[src/rtl/muldiv.sv]
// muldiv: shared radix-2 multiply/divide engine (MULT/MULTU/DIV/DIVU) with an ABP handshake.
// Revision: 1.0
`default_nettype none

module muldiv #(
  parameter int WIDTH     = 32,
  parameter bit EARLY_OUT = 1'b1
) (
  input  logic             sys_clock_i,
  input  logic             sys_reset_i,
  input  logic [WIDTH-1:0] a_i,
  input  logic [WIDTH-1:0] b_i,
  input  logic             op_i,
  input  logic             signed_i,
  input  logic             abp_req_i,
  output logic             abp_ack_o,
  output logic             busy_o,
  output logic [WIDTH-1:0] hi_o,
  output logic [WIDTH-1:0] lo_o,
  output logic             div_zero_o
);

  localparam int W2 = 2 * WIDTH;
  localparam int CW = $clog2(WIDTH);
  localparam logic [CW-1:0] LAST_ITER = CW'(WIDTH - 1);

  typedef enum logic [1:0] {
    IDLE = 2'd0,
    CALC = 2'd1,
    FIX  = 2'd2
  } state_t;

  state_t            state_q, state_d;
  logic              abp_last_q, abp_last_d;
  logic              ack_q, ack_d;
  logic              busy_q, busy_d;
  logic              op_q, op_d;
  logic              res_neg_q, res_neg_d;
  logic              rem_neg_q, rem_neg_d;
  logic              dz_pend_q, dz_pend_d;
  logic [W2-1:0]     acc_q, acc_d;
  logic [W2-1:0]     mcand_q, mcand_d;
  logic [WIDTH-1:0]  mplier_q, mplier_d;
  logic [CW-1:0]     cnt_q, cnt_d;
  logic [WIDTH-1:0]  hi_q, hi_d;
  logic [WIDTH-1:0]  lo_q, lo_d;
  logic              div_zero_q, div_zero_d;

  logic              a_neg, b_neg;
  logic [WIDTH-1:0]  a_mag, b_mag;
  logic              mul_done;
  logic [WIDTH:0]    div_shift;
  logic              div_ge;
  logic [WIDTH-1:0]  rem_next;
  logic [W2-1:0]     prod_fix;
  logic [WIDTH-1:0]  quot_fix, rem_fix;

  assign a_neg = signed_i & a_i[WIDTH-1];
  assign b_neg = signed_i & b_i[WIDTH-1];
  assign a_mag = a_neg ? (WIDTH'(0) - a_i) : a_i;
  assign b_mag = b_neg ? (WIDTH'(0) - b_i) : b_i;

  assign mul_done = EARLY_OUT ? (mplier_q[WIDTH-1:1] == '0) : (cnt_q == LAST_ITER);

  // acc holds {remainder, dividend/quotient}; the dividend shifts out as quotient bits shift in
  assign div_shift = {acc_q[W2-1:WIDTH], acc_q[WIDTH-1]};
  assign div_ge    = div_shift >= {1'b0, mcand_q[WIDTH-1:0]};
  assign rem_next  = div_ge ? (div_shift[WIDTH-1:0] - mcand_q[WIDTH-1:0]) : div_shift[WIDTH-1:0];

  assign prod_fix = res_neg_q ? (W2'(0) - acc_q) : acc_q;
  assign quot_fix = res_neg_q ? (WIDTH'(0) - acc_q[WIDTH-1:0]) : acc_q[WIDTH-1:0];
  assign rem_fix  = rem_neg_q ? (WIDTH'(0) - acc_q[W2-1:WIDTH]) : acc_q[W2-1:WIDTH];

  always_comb begin
    state_d    = state_q;
    abp_last_d = abp_last_q;
    ack_d      = ack_q;
    op_d       = op_q;
    res_neg_d  = res_neg_q;
    rem_neg_d  = rem_neg_q;
    dz_pend_d  = dz_pend_q;
    acc_d      = acc_q;
    mcand_d    = mcand_q;
    mplier_d   = mplier_q;
    cnt_d      = cnt_q;
    hi_d       = hi_q;
    lo_d       = lo_q;
    div_zero_d = div_zero_q;

    case (state_q)
      IDLE: begin
        if (abp_req_i != abp_last_q) begin
          abp_last_d = abp_req_i;
          op_d       = op_i;
          res_neg_d  = signed_i & (a_i[WIDTH-1] ^ b_i[WIDTH-1]);
          rem_neg_d  = signed_i & a_i[WIDTH-1];
          cnt_d      = '0;
          dz_pend_d  = 1'b0;
          state_d    = CALC;
          if (!op_i) begin
            acc_d    = '0;
            mcand_d  = {{WIDTH{1'b0}}, a_mag};
            mplier_d = b_mag;
          end else begin
            acc_d    = {{WIDTH{1'b0}}, a_mag};
            mcand_d  = {{WIDTH{1'b0}}, b_mag};
            // raw dividend kept for the divide-by-zero result
            mplier_d = a_i;
            if (b_i == '0) begin
              dz_pend_d = 1'b1;
              state_d   = FIX;
            end
          end
        end
      end
      CALC: begin
        cnt_d = cnt_q + CW'(1);
        if (!op_q) begin
          if (mplier_q[0]) acc_d = acc_q + mcand_q;
          mcand_d  = mcand_q << 1;
          mplier_d = mplier_q >> 1;
          if (mul_done) state_d = FIX;
        end else begin
          acc_d = {rem_next, acc_q[WIDTH-2:0], div_ge};
          if (cnt_q == LAST_ITER) state_d = FIX;
        end
      end
      FIX: begin
        if (!op_q) begin
          hi_d = prod_fix[W2-1:WIDTH];
          lo_d = prod_fix[WIDTH-1:0];
        end else if (dz_pend_q) begin
          hi_d = mplier_q;
          lo_d = '1;
        end else begin
          hi_d = rem_fix;
          lo_d = quot_fix;
        end
        div_zero_d = op_q & dz_pend_q;
        ack_d      = abp_last_q;
        state_d    = IDLE;
      end
      default: state_d = IDLE;
    endcase

    busy_d = (state_d != IDLE);
  end

  always_ff @(posedge sys_clock_i or posedge sys_reset_i) begin
    if (sys_reset_i) begin
      state_q    <= IDLE;
      abp_last_q <= 1'b0;
      ack_q      <= 1'b0;
      busy_q     <= 1'b0;
      op_q       <= 1'b0;
      res_neg_q  <= 1'b0;
      rem_neg_q  <= 1'b0;
      dz_pend_q  <= 1'b0;
      acc_q      <= '0;
      mcand_q    <= '0;
      mplier_q   <= '0;
      cnt_q      <= '0;
      hi_q       <= '0;
      lo_q       <= '0;
      div_zero_q <= 1'b0;
    end else begin
      state_q    <= state_d;
      abp_last_q <= abp_last_d;
      ack_q      <= ack_d;
      busy_q     <= busy_d;
      op_q       <= op_d;
      res_neg_q  <= res_neg_d;
      rem_neg_q  <= rem_neg_d;
      dz_pend_q  <= dz_pend_d;
      acc_q      <= acc_d;
      mcand_q    <= mcand_d;
      mplier_q   <= mplier_d;
      cnt_q      <= cnt_d;
      hi_q       <= hi_d;
      lo_q       <= lo_d;
      div_zero_q <= div_zero_d;
    end
  end

  assign abp_ack_o  = ack_q;
  assign busy_o     = busy_q;
  assign hi_o       = hi_q;
  assign lo_o       = lo_q;
  assign div_zero_o = div_zero_q;

endmodule

`default_nettype wire

[config.mk]
export PLATFORM = sky130hd
export DESIGN_NAME = muldiv
export DESIGN_NICKNAME = d
export VERILOG_FILES = /design/src/rtl/muldiv.sv
export SDC_FILE = /design/constraint.sdc
export NUM_CORES = 1
export LEC_CHECK = 0
export ABC_CLOCK_PERIOD_IN_PS = 8550
export BUFFER_PORTS_ARGS = -buffer_cell sky130_fd_sc_hd__buf_2
export CAP_MARGIN = 30
export CORE_ASPECT_RATIO = 1.4
export CORE_MARGIN = 8
export CORE_UTILIZATION = 35
export CTS_CLUSTER_DIAMETER = 60
export DETAILED_ROUTE_END_ITERATION = 16
export PLACE_DENSITY = 0.56
export SYNTH_ARGS = -nofsm -noshare
export SYNTH_HDL_FRONTEND = slang
export SYNTH_SLANG_ARGS = --single-unit
[constraint.sdc]
create_clock -name sys_clock_i -period 8.55 [get_ports sys_clock_i]
set_input_delay 0.4275 -clock sys_clock_i [delete_from_list [all_inputs] [get_ports sys_clock_i]]
set_output_delay 0.4275 -clock sys_clock_i [all_outputs]
set_load 0.01 [all_outputs]
Word-level counts from Yosys, hierarchy flattened
Index checks and enable logic that the tools add are counted.
Storage, ports and cells
  input bits: 69
  flip-flop bits (word level): 239
Cells by class
  equal/unequal tests: 7
  order comparisons: 1
  add/subtract/negate cells: 8
  multiplexer cells: 34
  bitwise operators: 5
  reductions and logical operators: 9
Operator list (count)
  $mux 32: 14
  $mux 64: 6
  $pmux 64 s2: 2
  $sub 1x32->32 const A: 4
  $add 64x64->64: 1
  $pmux 32 s2: 1
  $sub 1x64->64 const A: 1
  $ge 33x32->1: 1
  $logic_not 32->1: 1
  $sub 32x32->32: 1
  $logic_not 31->1: 1
  $mux 2: 6
  $pmux 5 s2: 1
  $reduce_and 3->1: 2
  $add 5x1->5 const B: 1
  $eq 5x5->1 const B: 1
  $mux 5: 1
  $and 1x1->1: 4
  $ne 2x2->1 const B: 2
  $pmux 2 s2: 1
  $reduce_and 2->1: 2
  $reduce_bool 2->1: 2
  $ne 3x3->1 const B: 1
  $eq 2x1->1 const B: 1
  other kinds (5): 6

Longest topological paths before layout
Gate-level depths: netlist of the first run.
  word-level depth: 6
  depth in mapped cells: 15

Worst setup path before layout of the first run
Ideal clock, no wire load.
  path type: register to register
  from: reg acc_q[0]
  to: reg acc_q[58]
  setup time: 121 ps
  stages on the path, launching flop included: 13
  setup slack: 5411 ps
  arrival: 3018 ps
  path buffers: 0
  period minus slack after synthesis: 3139 ps
  required time: 8429 ps
  cell sequence: dfrtp_1 -> ha_1 -> fa_1 -> a21o_1 -> a221o_1 -> a41oi_1 -> nand3_1 -> a21oi_1 -> o2111ai_1 -> a41o_1 -> mux2i_1 -> nand2_1 -> a22o_1
On the way
  cells in the longest elaborated chain, start to end: 4
Ends and longest elaborated chain
  from (decl): RTL line 41  | logic [W2-1:0] acc_q, acc_d;
  from (signal assigned): RTL line 159  | acc_q <= '0;
  from (signal assigned): RTL line 175  | acc_q <= acc_d;
  $add 64x64->64: RTL line 119  | if (mplier_q[0]) acc_d = acc_q + mcand_q;
  $mux 64: RTL line 119
  $mux 64: RTL line 118  | if (!op_q) begin
  $pmux 64 s2: RTL line 90  | case (state_q)
Every way passes these cells. The select of a mux whose other input is x is not followed.
A chain may end at the register's enable or synchronous reset.

Final worst setup path of the first run
  from: reg acc_q[4]
  to: reg acc_q[63]
Same word-level chain as after synthesis.

==> reports/qor.csv, run 1 <==
stage,metric,value,unit
power_and_ir_drop,p_seq_share,21.2,%
die,fp.dieH,303,um
routing,vias,20600,
cts,htreeDepth,2,
layout,multi_input_comb_area,13700,um2
cts,path_clk_slew,60,ps
run,cap_viol_max_count,0,
global_routing,grt_overflow,0,
synth,ys_seq_area_share,29.1,%
setup_path,criticalPathCategory,reg -> reg,
sta,drv_slew,0,
layout,regArea,5990,um2
cts,cts.sinks,239,
synth,synth_top_family_by_area,compound AO/OA/AOI/OAI gates,
routing,drt-initial-drc-count,1709,
synth,yosysTopAreaCellShare,29.1,%
setup_path,crit_fanout,7,
routing,wl_per_cell,24.8,um
sta,rsz0062_at_grt,false,
synth,synth_simple_gate_area_share,19.8,%
layout,area_growth,12.3,%
setup_path,cp-startpoint,acc_q[4],
routing,postRouteWirelength,86300,um
routing,antenna_left,0,
sta,tns,0,ps
placed_design,place_congestion,0.957,
power_and_ir_drop,powerDensity,488,nW/um2
synth,synth.distinct_cells,84,
layout,final_cells,3484,
layout,antenna-diode-count,0,
synth,synth_top_cell_by_area,dfrtp_1,
sta,layout_min_cycle_time,4020,ps
global_routing,antenna_found_initial,0,
synth,synth_compound_area_share,26.3,%
synth,syn_avg_cell_area,7.66,um2
run_status,status,"finished, final reports clean",
synth,synth-adder-area-share,6.34,%
sta,slew_headroom,32.0,%
setup_path,setup.worst_path.start_class,flop,
power_and_ir_drop,swShare,53.1,%
cts,post_cts_buffers,0,
sta,hold_violations,0,
sta,min_period_over_period,47.0,%
global_routing,grt_max_degree,97,
die,dieArea,66900,um2
sta,worst_slew_pin_slew,1020,ps
power_and_ir_drop,p_clk_share,14.4,%
placed_design,hpwlAfterDp,66400,um
global_routing,grt_usage,24.7,%
routing,vias_per_cell,5.91,
global_routing,first_global_vias,20300,
worst_hold_path,hp-start,abp_req_i,
power_and_ir_drop,vdd_drop_max,0.253,mV
cts,cts_buffers,35,
power_and_ir_drop,power.total,11.3,mW
routing,route.detailed.drc,0,
die,die_x,221,um
power_and_ir_drop,p_int,5.28,mW
synth,synth_edf_count,0,
placed_design,dp.cells,3420,
cts,cts_hold_buf,1,
global_routing,grt_pass1_wl,127000,um
placed_design,portBuffers,135,
synth,synthXorXnorAreaFrac,9.54,%
synth,synthCells,2683,
worst_hold_path,hp-class,in -> reg,
cts,root_buffer,clkbuf_16,
cts,post_cts_resized,0,
synth,ys.flop_type,dfrtp_1,
die,core_area,58300,um2
setup_path,end_kind,flop,
die,num_rows,105,
synth,synth.area.top_cells,"dfrtp_1 29%, o21ai_0 6.9%, nand2_1 6.9%",
sta,finalSetupViolCount,0,
die,floorplan.initialDensity,35.2,%
layout,drive_gt1_share,10.8,%
sta,clock_skew,20.7,ps
power_and_ir_drop,cellLeakagePower,9.93,nW
layout,nets,2882,
synth,ys_ff_latch,239,
setup_path,cp_data_arrival_time,4460,ps
power_and_ir_drop,p_sw,5.98,mW
routing,drt_pre_antenna_iters,5,
setup_path,worst_ep_required_time,8990,ps
cts,cts_max_path_buffers,3,
synth,syn_nets,2855,
cts,cts_tree,yes,
setup_path,r2r_start,acc_q[4],
cts,clk-insertion-delay-late,560,ps
sta,fmax,0.249,GHz
synth,synth_warnings,0,
die,io_pins,136,
layout,nFillCells,6116,
synth,synthArstFlopShare,100,%
synth,muxShareOfSynthArea,4.24,%
power_and_ir_drop,power_frac_comb,64.4,%
synth,netlist_area,20600,um2
cells in the mapped netlist, types with 16 or more instances:
library cell,number
o21a_1,22
clkbuf_1,138
nand4_1,26
a21oi_1,245
nor3_1,46
xnor2_1,116
a211oi_1,22
buf_1,24
mux2i_1,77
nor4_1,26
nand2b_1,21
nor2_1,253
o31ai_1,24
dfrtp_1,239
o21ai_0,284
ha_1,101
xor2_1,108
nand3_1,40
a31oi_1,33
o211ai_1,33
o221ai_1,16
a21o_1,47
or3_1,18
inv_1,74
nand2_1,377
per-stage QoR:
stage	util [%]	hold slack [ps]	setup slack [ps]	area, um2
6_report	39.6	174	4530	23100
5_1_grt	39.6	153	4300	23100
4_1_cts	39.5	135	4580	23100
3_5_place_dp	37.4	461	4580	21800
3_3_place_gp	37.3	461	4600	21800
2_1_floorplan	-	459	1560	20600
cell families (layout without fill, tap and decap cells):
group / Yosys count / count (layout)
adder cells (fa/ha/maj): 103 / 103
XOR/XNOR: 224 / 224
AO/OA/AOI/OAI: 882 / 882
multiplexers: 86 / 86
buffers and inverters: 250 / 302
flip-flops: 239 / 239
AND/OR/NAND/NOR: 899 / 899
worst max-delay path: stages (launching register included):
cell and delay, ps:
dfrtp_1 450, ha_1 390, a21oi_1 200, o21ai_0 140, o211ai_1 460, o211ai_1 330, a311oi_1 730, o21ai_0 390
o21ai_0 290, xor2_1 200, o21ai_0 100, a22o_1 240
cells in the final DEF, fill, tap and decap left out, types with 32 or more instances in the layout:
cell type  synthesis  final
nand2_1          377    376
inv_1             74     72
mux2i_1           77     77
a21o_1            47     47
dfrtp_1          239    236
nand3_1           40     40
a21oi_1          245    244
xnor2_1          116    116
a31oi_1           33     32
ha_1             101    101
buf_2             13    135
o211ai_1          33     33
clkbuf_16          0     35
nor2_1           253    250
nor3_1            46     46
xor2_1           108    108
o21ai_0          284    283
routing by layer:
layer  wire (um)  up-vias  global-route usage [%]  share of wire, %
met5           0        -                       0                 0
met4        6220        0                    16.2               7.2
met3        3820      228                    2.64               4.4
met2       44000      676                    45.5                51
met1       32300    10000                    26.9                37
li1            -     9648                       -                 -
registers in the layout, indices dropped and copies added, names as in the netlist, 2 cells and up:
name,cells
state_q,2
acc_q,64
mcand_q,64
lo_o,32
cnt_q,5
mplier_q,32
hi_o,32
power groups by stage:
stage / logic [mW] / clock network (mW) / registers [mW]
after floorplan: 5.36 / 0 / 1.92
after global placement: 7.13 / 0 / 2.38
after detailed placement: 7.16 / 0 / 2.39
after CTS: 7.20 / 1.65 / 2.37
after global routing: 7.95 / 1.69 / 2.42
final: 7.25 / 1.62 / 2.39
final cells by class:
class                   count  share of cell area, %
multi-input cells        2194                   59.3
inverters                  75                   1.25
repair buffers            165                   4.05
flip-flops and latches    239                   25.9
clock inverters            21                   1.37
clock buffers              41                   4.06
well taps                 749                   4.06
final timing paths:
check / slack, ps / cells after the start / to
max: 4530 / 11 / acc_q[63]
min: 170 / 3 / abp_last_q
max reg2reg: 4530 / 11 / acc_q[63]
min reg2reg: 480 / 2 / hi_o[3]
max in group asynchronous: 5940 / 5 / mcand_q[48]
min in group asynchronous: 480 / 3 / mplier_q[5]
Power figures use the tool's default switching activity.
==> run 2: changes to the inputs <==
Settings changed: ABC_AREA set to 1, ABC_CLOCK_PERIOD_IN_PS 8550 to 4000.
Clock period 8.55 ns to 4 ns, I/O delays scaled along.
==> reports/qor.csv, run 2 <==
stage,metric,value,unit,change
synth,ys_ff_latch,239,,unchanged
cts,path_clk_slew,60,ps,about the same
synth,synth_edf_count,0,,unchanged
sta,layout_min_cycle_time,2990,ps,-1030 ps
global_routing,first_global_vias,27800,,+37%
run,cap_viol_max_count,0,,unchanged
layout,layout_common_cells,"1358 x nand2_1, 760 x inv_1, 414 x nor2_1",,
sta,min_period_over_period,74.8,%,+28 points
synth,synth_common_cells,"1359 x nand2_1, 761 x inv_1, 415 x nor2_1",,
placed_design,place_congestion,1.01,,+6.1%
setup_path,crit_fanout,4,,-3
layout,area_growth,11.5,%,
sta,tns,0,ps,unchanged
global_routing,grt_overflow,0,,unchanged
layout,layout_commonest_cell,nand2_1,,
worst_hold_path,hp-class,in -> reg,,
routing,postRouteWirelength,125000,um,+45%
setup_path,worst_ep_required_time,4490,ps,-4500 ps
cts,cts_buffers,31,,-11%
die,fp.dieH,332,um,+9.5%
sta,fmax,0.334,GHz,+34%
sta,hold_violations,0,,unchanged
routing,drt_pre_antenna_iters,6,,+1
global_routing,grt_max_degree,101,,+4.1%
synth,synth.area.top_cells,"dfrtp_1 24%, nand2_1 20%, inv_1 11%",,
placed_design,portBuffers,135,,unchanged
die,floorplan.initialDensity,35.4,%,+0.16 points
synth,ys_seq_area_share,24.0,%,-5.1 points
die,core_area,70400,um2,+21%
synth,synth_most_common_cell,nand2_1,,
global_routing,grt_pass1_wl,182000,um,+43%
routing,wl_per_cell,23.5,um,-5.4%
synth,syn_nets,4446,,+56%
placed_design,hpwlAfterDp,102000,um,+54%
layout,nFillCells,8024,,+31%
synth,synthArstFlopShare,100,%,unchanged
power_and_ir_drop,powerDensity,1020,nW/um2,+110%
routing,drt-initial-drc-count,2582,,+51%
routing,route.detailed.drc,0,,unchanged
run_status,status,"finished, final reports clean",,
layout,largest_registers,"acc_q: 64 flops, mcand_q: 64 flops",,
routing,antenna_left,0,,unchanged
die,io_pins,136,,unchanged
layout,final_core_util,39.5,%,-0.10 points
synth,synth.distinct_cells,58,,-31%
sta,clock_skew,20.2,ps,-0.513 ps
routing,vias,28500,,+38%
layout,drive_gt1_share,7.82,%,-3.0 points
cts,clk-insertion-delay-late,600,ps,+40 ps
synth,yosysTopAreaCellShare,24.0,%,-5.1 points
synth,netlist_area,24900,um2,+21%
die,dieArea,80100,um2,+20%
cts,cts_tree,yes,,
setup_path,cp_data_arrival_time,3480,ps,-980 ps
synth,ys.flop_type,dfrtp_1,,
cts,root_buffer,clkbuf_16,,
sta,drv_slew,0,,unchanged
power_and_ir_drop,vdd_drop_max,1.16,mV,+360%
routing,vias_per_cell,5.35,,-9.4%
die,num_rows,115,,+9.5%
synth,synth_top_cell_by_area,dfrtp_1,,
cts,cts_max_path_buffers,3,,unchanged
synth,synth_warnings,0,,unchanged
sta,worst_slew_pin_slew,947,ps,-69.6 ps
die,die_x,241,um,+9.3%
global_routing,antenna_found_initial,3,,+3
setup_path,setup.worst_path.start_class,flop,,
cts,cts.sinks,239,,unchanged
power_and_ir_drop,power.total,28.5,mW,+150%
layout,nets,4540,,+58%
sta,finalSetupViolCount,0,,unchanged
setup_path,criticalPathCategory,reg -> reg,,
synth,synthCells,4274,,+59%
setup_path,end_kind,flop,,
sta,slew_headroom,36.8,%,+4.8 points
cts,htreeDepth,1,,-1
synth,syn_avg_cell_area,5.83,um2,-24%
sta,rsz0062_at_grt,false,,
global_routing,grt_usage,30.4,%,+5.7 points
power_and_ir_drop,cellLeakagePower,15.3,nW,+54%
[run 2: cell types whose count changed after synthesis, sizes merged, moves of 22 or more]
| cell | before | now |
|---|---|---|
| a211oi | 22 | 0 |
| a21o | 47 | 1 |
| clkbuf | 138 | 82 |
| inv | 74 | 778 |
| mux2i | 77 | 0 |
| nand2 | 377 | 1381 |
| nand3 | 41 | 371 |
| nor2 | 253 | 449 |
| o21ai | 301 | 174 |
| o22ai | 12 | 56 |
| o31ai | 26 | 2 |
| xnor2 | 116 | 9 |
[run 2: cell families after synthesis]
| kind of cell | after synthesis | share of synthesized area, % |
|---|---|---|
| fa+ha+maj | 103 | 5.23 |
| flops | 239 | 24.0 |
| simple gates | 2308 | 38.9 |
| buf+inv | 917 | 14.3 |
| compound gates | 589 | 13.5 |
| xor+xnor | 118 | 4.15 |
[run 2: cell type report]
class                           instances  area [um2]  share of cell area [%]
Clock inverter                         18         219                   0.788
Tap cell                              936        1170                    4.22
Sequential cell                       239        5990                    21.5
Inverter                              782        2940                    10.6
Timing Repair Buffer                  196        1230                    4.44
Antenna cell                            1        2.50                 0.00901
Clock buffer                           35         821                    2.95
Multi-Input combinational cell       3118       15400                    55.5
[run 2: worst paths after layout]
check                                 start            to  slack [ps]  depth (start not counted)
worst min-delay path                b_i[29]  mplier_q[29]          40                          6
worst min register to register     hi_o[23]      hi_o[23]         480                          2
max in group asynchronous       sys_reset_i          op_q        2650                          4
min in group asynchronous       sys_reset_i   mcand_q[10]         340                          3
worst max-delay path             mcand_q[0]     acc_q[56]        1010                         14
worst max register to register   mcand_q[0]     acc_q[56]        1010                         14
[run 2: per-stage QoR]
stage | hold slack (ps) | instance area [um2] | setup slack (ps) | std cells
2_1_floorplan | 310 | 24900 | 666 | 4274
3_3_place_gp | 428 | 26600 | 1070 | 5261
3_5_place_dp | 433 | 26600 | 1060 | 5261
4_1_cts | 13.8 | 27800 | 1040 | 5324
5_1_grt | 75.8 | 27800 | 832 | 5325
6_report | 38.6 | 27800 | 1010 | 5325
[run 2: repair_timing]
item / CTS / global route
hold buffers: 10 / 0
hold endpoints to repair: 35 / 0
resized for setup: 0 / 0
setup buffers: 0 / 0
[run 2: worst max-delay path, stage by stage (launching register included)]
cell and delay (ps):
dfrtp_1 500, ha_1 290, fa_1 480, nand3_1 140
nand3_1 190, nand2_1 120, nand2_1 130, nand2_1 100
nand3_1 240, nand3_1 310, nand2_1 90, nand2_1 70
nand3_1 70, nand3_1 80, nand2_1 50
[run 2: where the power goes]
group,total [mW],internal (mW),switching [mW],leakage (nW)
Combinational,20.7,6.09,14.6,11.7
Sequential,4.83,3.37,1.46,3.04
Clock,2.93,1.68,1.25,0.513
[run 2: per-layer routing]
metal	part of all wire, %	routed length (um)	global-route usage [%]
met5	0	0	0
met3	6.3	7850	3.85
met4	8.3	10400	20.5
met2	47	58500	50.3
met1	39	48100	36.4
